File: src/rtl/cisc_fetch_unit.sv
// Byte-serial fetch unit: reads four consecutive bytes per instruction, presents the
// assembled instruction with a valid/ready handshake, and supports flush and halt.
module cisc_fetch_unit #(
  parameter logic [7:0] RESET_PC    = 8'h00,
  parameter logic [7:0] HALT_OPCODE = 8'hFF
) (
  input  logic       clk,
  input  logic       rst,
  output logic [7:0] mem_addr,
  output logic       mem_rd,
  input  logic [7:0] mem_rdata,
  input  logic       mem_rvalid,
  input  logic       redirect,
  input  logic [7:0] redirect_pc,
  output logic       out_valid,
  input  logic       out_ready,
  output logic [7:0] opcode,
  output logic [7:0] operand1,
  output logic [7:0] operand2,
  output logic [7:0] operand3,
  output logic [7:0] out_pc,
  output logic       halted
);

  typedef enum logic [2:0] {FETCH, WAIT, HOLD, DRAIN, HALT} state_t;

  state_t     state_q, state_d;
  logic [1:0] idx_q, idx_d;
  logic [7:0] addr_q, addr_d;
  logic       latch;
  logic       accept;

  always_comb begin
    state_d = state_q;
    idx_d   = idx_q;
    addr_d  = addr_q;
    latch   = 1'b0;
    accept  = (state_q == HOLD) && out_ready;
    case (state_q)
      FETCH: begin
        if (redirect) begin
          addr_d = redirect_pc;
          idx_d  = '0;
        end else begin
          state_d = WAIT;
        end
      end
      WAIT: begin
        if (redirect) begin
          addr_d  = redirect_pc;
          idx_d   = '0;
          state_d = mem_rvalid ? FETCH : DRAIN;
        end else if (mem_rvalid) begin
          latch  = 1'b1;
          addr_d = addr_q + 8'd1;
          idx_d  = idx_q + 2'd1;
          // opcode already holds byte 0 of this instruction when the last byte lands
          if (idx_q != 2'd3)              state_d = FETCH;
          else if (opcode == HALT_OPCODE) state_d = HALT;
          else                            state_d = HOLD;
        end
      end
      HOLD: begin
        if (accept) begin
          state_d = FETCH;
        end else if (redirect) begin
          addr_d  = redirect_pc;
          idx_d   = '0;
          state_d = FETCH;
        end
      end
      DRAIN: begin
        if (redirect) begin
          addr_d = redirect_pc;
          idx_d  = '0;
        end
        if (mem_rvalid) state_d = FETCH;
      end
      HALT: begin
        if (redirect) begin
          addr_d  = redirect_pc;
          idx_d   = '0;
          state_d = FETCH;
        end
      end
      default: state_d = FETCH;
    endcase
  end

  // A redirect in FETCH suppresses the read so no stale response can follow it.
  assign mem_rd    = (state_q == FETCH) && !redirect && !rst;
  assign mem_addr  = addr_q;
  assign out_valid = (state_q == HOLD);
  assign halted    = (state_q == HALT);

  always_ff @(posedge clk) begin
    if (rst) begin
      state_q  <= FETCH;
      idx_q    <= '0;
      addr_q   <= RESET_PC;
      opcode   <= '0;
      operand1 <= '0;
      operand2 <= '0;
      operand3 <= '0;
      out_pc   <= '0;
    end else begin
      state_q <= state_d;
      idx_q   <= idx_d;
      addr_q  <= addr_d;
      if (latch) begin
        case (idx_q)
          2'd0: begin
            opcode <= mem_rdata;
            out_pc <= addr_q;
          end
          2'd1:    operand1 <= mem_rdata;
          2'd2:    operand2 <= mem_rdata;
          default: operand3 <= mem_rdata;
        endcase
      end
    end
  end

endmodule

File: config.mk
export PLATFORM = sky130hd
export DESIGN_NAME = cisc_fetch_unit
export DESIGN_NICKNAME = d
export VERILOG_FILES = /design/src/rtl/cisc_fetch_unit.sv
export SDC_FILE = /design/constraint.sdc
export NUM_CORES = 1
export LEC_CHECK = 0
export CAP_MARGIN = 20
export CELL_PAD_IN_SITES_DETAIL_PLACEMENT = 0
export CELL_PAD_IN_SITES_GLOBAL_PLACEMENT = 1
export CORE_MARGIN = 2
export CORE_UTILIZATION = 36
export CTS_CLUSTER_DIAMETER = 80
export DETAILED_ROUTE_END_ITERATION = 12
export PLACE_DENSITY_LB_ADDON = 0.1
export RECOVER_POWER = 50
export SLEW_MARGIN = 15
export SYNTH_ARGS = -nofsm -noshare
export SYNTH_HDL_FRONTEND = slang
export SYNTH_SLANG_ARGS = --single-unit
File: constraint.sdc
create_clock -name clk -period 3.55 [get_ports clk]
set_input_delay 0.71 -clock clk [delete_from_list [all_inputs] [get_ports clk]]
set_output_delay 0.71 -clock clk [all_outputs]
set_load 0.05 [all_outputs]
# Yosys cells after proc, flatten, opt, wreduce, memory -nomap -nowiden
# Index checks and enable logic that the tools add are counted.
# Widths: inputs -> output; s select.
[totals]
inputBits = 21
register_bits = 53
output_inout_bits = 51
word_cells = 62
[op_classes]
n_reduce_logical = 16
add_sub_neg = 2
bitwise_logic = 1
muxes = 23
n_eq_ne = 12
[ops]
columns = ["operator", "n"]
rows = [
  ["$mux 8", 4],
  ["$mux 3", 8],
  ["$pmux 8 s3", 1],
  ["$pmux 3 s5", 1],
  ["$mux 2", 5],
  ["$add 8x1->8 const B", 1],
  ["$eq 8x8->1 const B", 1],
  ["$ne 2x2->1 const B", 4],
  ["$reduce_and 2->1", 4],
  ["$eq 3x2->1 const B", 2],
  ["$pmux 2 s3", 1],
  ["$reduce_and 3->1", 2],
  ["$reduce_or 3->1", 2],
  ["$eq 3x1->1 const B", 1],
  ["$eq 3x3->1 const B", 1],
  ["$logic_and 1x1->1", 3],
  ["$logic_not 3->1", 1],
  ["$mux 1", 3],
  ["$ne 3x3->1 const B", 1],
  ["$reduce_bool 3->1", 1],
  ["$add 2x1->2 const B", 1],
  ["$eq 2x1->1 const B", 1],
  ["$eq 2x2->1 const B", 1],
  ["$logic_not 1->1", 2],
  ["2 further kinds", 2],
]

# Depth between registers and ports, before layout
[logic_depth]
depth_word = 6
depth_mapped = 8
mapped_depth_nobuf = 6

# Worst setup path after synthesis
# No wires, ideal clock.
[synth_path]
path_type = "input -> output"
from = "input redirect"
to = "output mem_rd"
arrival_time_ns = 2.258
stages = 3
n_path_buf = 1
required_ns = 2.840
path_slack_ns = 0.582
cell_sequence = "buf_2 -> or3_1 -> nor3_1"
[synth_via]
elab_chain_len = 3
[synth_rtl]
columns = ["element", "line_no", "source"]
rows = [
  ["from (decl)", "13", "input logic redirect,"],
  ["$logic_not 1->1", "91", "assign mem_rd = (state_q == FETCH) && !redirect && !rst;"],
  ["$logic_and 1x1->1 (2 in series)", "91", ""],
  ["to (decl)", "10", "output logic mem_rd,"],
]
# Every way passes these cells.

# Worst setup path in the final report
# Ends and elaborated chain as after synthesis.

==> results.py <==
metrics = {
    "sta": {
        "setup_viol": 0,
        "slew_viol_final": 0,
        "rsz0062_at_grt": "false",
        "tns_ps": 0,
        "finalHoldViolCount": 0,
        "skew_ps": 4.921,
        "maxSlewHeadroom_pct": 47.61,
        "fin_crit_ps": 2796,
        "finalWorstSetupSlack_ps": 753.8,
        "tightest_slew_ps": 777.6,
        "min_period_over_period_pct": 78.77,
        "max_clock_freq_mhz": 357.6,
    },
    "worst_setup_path": {
        "crit_type": "in2out",
        "reg2reg_setup_slack_ps": 1690,
        "max_stage_delay_ps": 550,
        "path_cells": "dlygate4sd3_1 -> or3_1 -> nor3_1 -> buf_12",
        "crit_arrival_ps": 2090,
        "crit_required_ps": 2840,
        "start_kind": "input pin",
        "cp-end-kind": "output port",
        "worst_r2r_path_depth": 5,
        "crit_buf_inv": 2,
        "worst-path-max-fanout": 3,
        "cp_top_family": "buffers and inverters",
        "critical_path_depth": 4,
        "slowest_stage": "dlygate4sd3_1",
    },
    "global_route": {
        "grt.met1_usage_pct": 22.21,
        "grt_pass1_wl_um": 9446,
        "grt_overflow": 0,
        "met3_usage_pct": 4.818,
        "grt_pass1_vias": 1958,
        "grt_max_degree": 40,
        "grtUsageTotal_pct": 16.36,
        "met2_usage_pct": 25.54,
        "antenna_found_initial": 0,
        "grt-busiest-layer": "met2",
    },
    "final_layout": {
        "nets": 361,
        "seq_area_mm2": 0.001061,
        "stdcell_area_mm2": 0.003169,
        "drive_gt1_share_pct": 7.143,
        "final_common_cell": "dfxtp_1",
        "syn2layout_area_growth_pct": 36.48,
        "final_cell_mix": "53 x dfxtp_1, 51 x nand2_1, 49 x clkdlybuf4s50_1",
        "antennaDiodeCount": 0,
        "multi_input_area_mm2": 0.001147,
        "n_fill_cell": 602,
    },
    "power_and_ir_drop": {
        "power.density_mw_per_mm2": 378.8,
        "comb_power_share_pct": 13.6,
        "power_frac_clock_pct": 34.4,
        "p_leak_nw": 1.319,
        "switching_power_w": 0.0003197,
        "pwr-share-seq_pct": 52.0,
        "switching_share_pct": 26.62,
        "internal_power_w": 0.0008810,
        "ir_worst_vdd_mv": 0.1913,
    },
    "clocking": {
        "cts_resized": 0,
        "numCtsBuffers": 5,
        "holdBufCountCts": 0,
        "cts_buffer_depth": 2,
        "cts_tree": "built",
        "clock_latency_ps": 310,
        "cts.sinks": 53,
        "post_cts_buffers": 0,
        "cts-root-buf": "clkbuf_8",
        "path_clk_slew_ps": 90,
        "htree_levels": 2,
    },
    "yosys": {
        "synth.avg_cell_area_um2": 8.633,
        "synthDistinctLibCells": 38,
        "synth_cells": 269,
        "synth-seq-cells": 53,
        "synth_nets": 295,
        "syn-cell-area_mm2": 0.002322,
        "yosysSeqAreaShare_pct": 45.69,
        "yosysWarningCount": 0,
    },
    "floorplan": {
        "core_mm2": 0.006277,
        "die_x_um": 84.32,
        "dieArea_mm2": 0.007109,
        "die_h_um": 84.32,
        "ios": 72,
        "rows": 29,
        "start_util_pct": 36.99,
    },
    "detailed_routing": {
        "routed_via_density": 4.961,
        "ant_nets": 0,
        "post_drt_wl_per_cell_um": 13.98,
        "via_count": 2049,
        "firstDrtPassIters": 4,
        "drt_iter0_drc": 59,
        "route.detailed.drc": 0,
        "wirelength_um": 5773,
    },
    "worst_hold_path": {
        "hp-class": "reg2reg",
        "whs_path_depth": 2,
    },
    "outcome": {
        "status": "completed",
    },
    "placement": {
        "dp_hpwl_um": 4063,
        "finalWeightedCongestion": 0.7860,
        "place.port_buffers": 71,
        "post-place-ws_ps": 835.2,
        "place_area_mm2": 0.003069,
    },
    "run": {
        "maxCapViolCount": 0,
    },
}
## layout make-up
class / count / share of cell area, %
clock inverters: 2 / 1.224
repair buffers: 73 / 22.94
inverters: 7 / 0.8291
multi-input cells: 195 / 36.20
clock buffers: 6 / 2.290
flip-flops and latches: 53 / 33.48
well taps: 77 / 3.040
## worst paths after layout
kind / start / to
hold / removal: out_pc[5] / out_pc[5]
setup / recovery: redirect / mem_rd
hold reg to reg: out_pc[5] / out_pc[5]
setup reg to reg: state_q[2] / mem_addr[3]
## worst register-to-register path: cells and delay by family, from the launching register on
kind / cells / cell delay, ps
flip-flops: 1 / 610
AND/OR/NAND/NOR: 2 / 540
AO/OA/AOI/OAI: 3 / 660
## through the flow
stage,power (W),instances,utilization [%],hold WS (ps)
3_5_place_dp,0.0008042,405,48.89,457.2
3_3_place_gp,0.0008044,405,48.89,446.1
6_report,0.001201,413,50.49,459.2
4_1_cts,0.001217,413,50.67,470.7
2_1_floorplan,0.0007371,269,-,464.8
5_1_grt,0.001252,413,50.49,487.3
## sequential cells by signal (all words and copies together) (netlist names)
name,flops
idx_q,2
mem_addr,8
opcode,8
operand1,8
operand2,8
operand3,8
out_pc,8
state_q,3
## cells in the mapped netlist, drive strengths merged
| cell type | count | area (um^2) |
|---|---|---|
| nand2 | 51 | 198.9 |
| or3 | 3 | 18.77 |
| ha | 5 | 62.56 |
| buf | 9 | 61.30 |
| o31a | 1 | 8.760 |
| nand2b | 2 | 20.02 |
| nor4 | 3 | 33.78 |
| o21a | 2 | 15.01 |
| a311oi | 1 | 8.760 |
| o22ai | 2 | 12.51 |
| a211oi | 2 | 15.01 |
| mux2i | 24 | 240.2 |
| a21oi | 27 | 172.7 |
| a22o | 1 | 8.760 |
| a31oi | 2 | 12.51 |
| nand3b | 1 | 7.510 |
| inv | 7 | 26.28 |
| a22oi | 1 | 7.510 |
| a21o | 3 | 22.52 |
| dfxtp | 53 | 1061 |
| o32ai | 2 | 17.52 |
| nor2 | 37 | 138.9 |
| nand4 | 3 | 18.77 |
| nand3 | 4 | 20.02 |
| and2 | 2 | 12.51 |
| nor3 | 7 | 35.03 |
| o21ai | 8 | 40.04 |
| and3 | 1 | 6.260 |
| clkbuf | 5 | 18.77 |
## layer usage
metal  vias to the layer above  part of all wire, %
met5                         -                    0
met4                         0                  1.1
met3                         8                  4.2
met2                        43                   45
met1                       951                   50
li1                       1047                    -
## cell families after synthesis
group / synth area share [%]
AO/OA/AOI/OAI: 14.71
flip-flops: 45.69
AND/OR/NAND/NOR: 21.98
adder cells (fa/ha/maj): 2.694
buffers and inverters: 4.580
multiplexers: 10.34
## power groups by stage
stage	Combinational [W]	Clock (W)	Sequential, W
2_1_floorplan	0.0000668	0	0.000670
3_3_place_gp	0.000165	0	0.000639
3_5_place_dp	0.000166	0	0.000639
4_1_cts	0.000166	0.000426	0.000625
5_1_grt	0.000176	0.000449	0.000627
6_report	0.000164	0.000413	0.000625
Power figures use the tool's default switching activity.
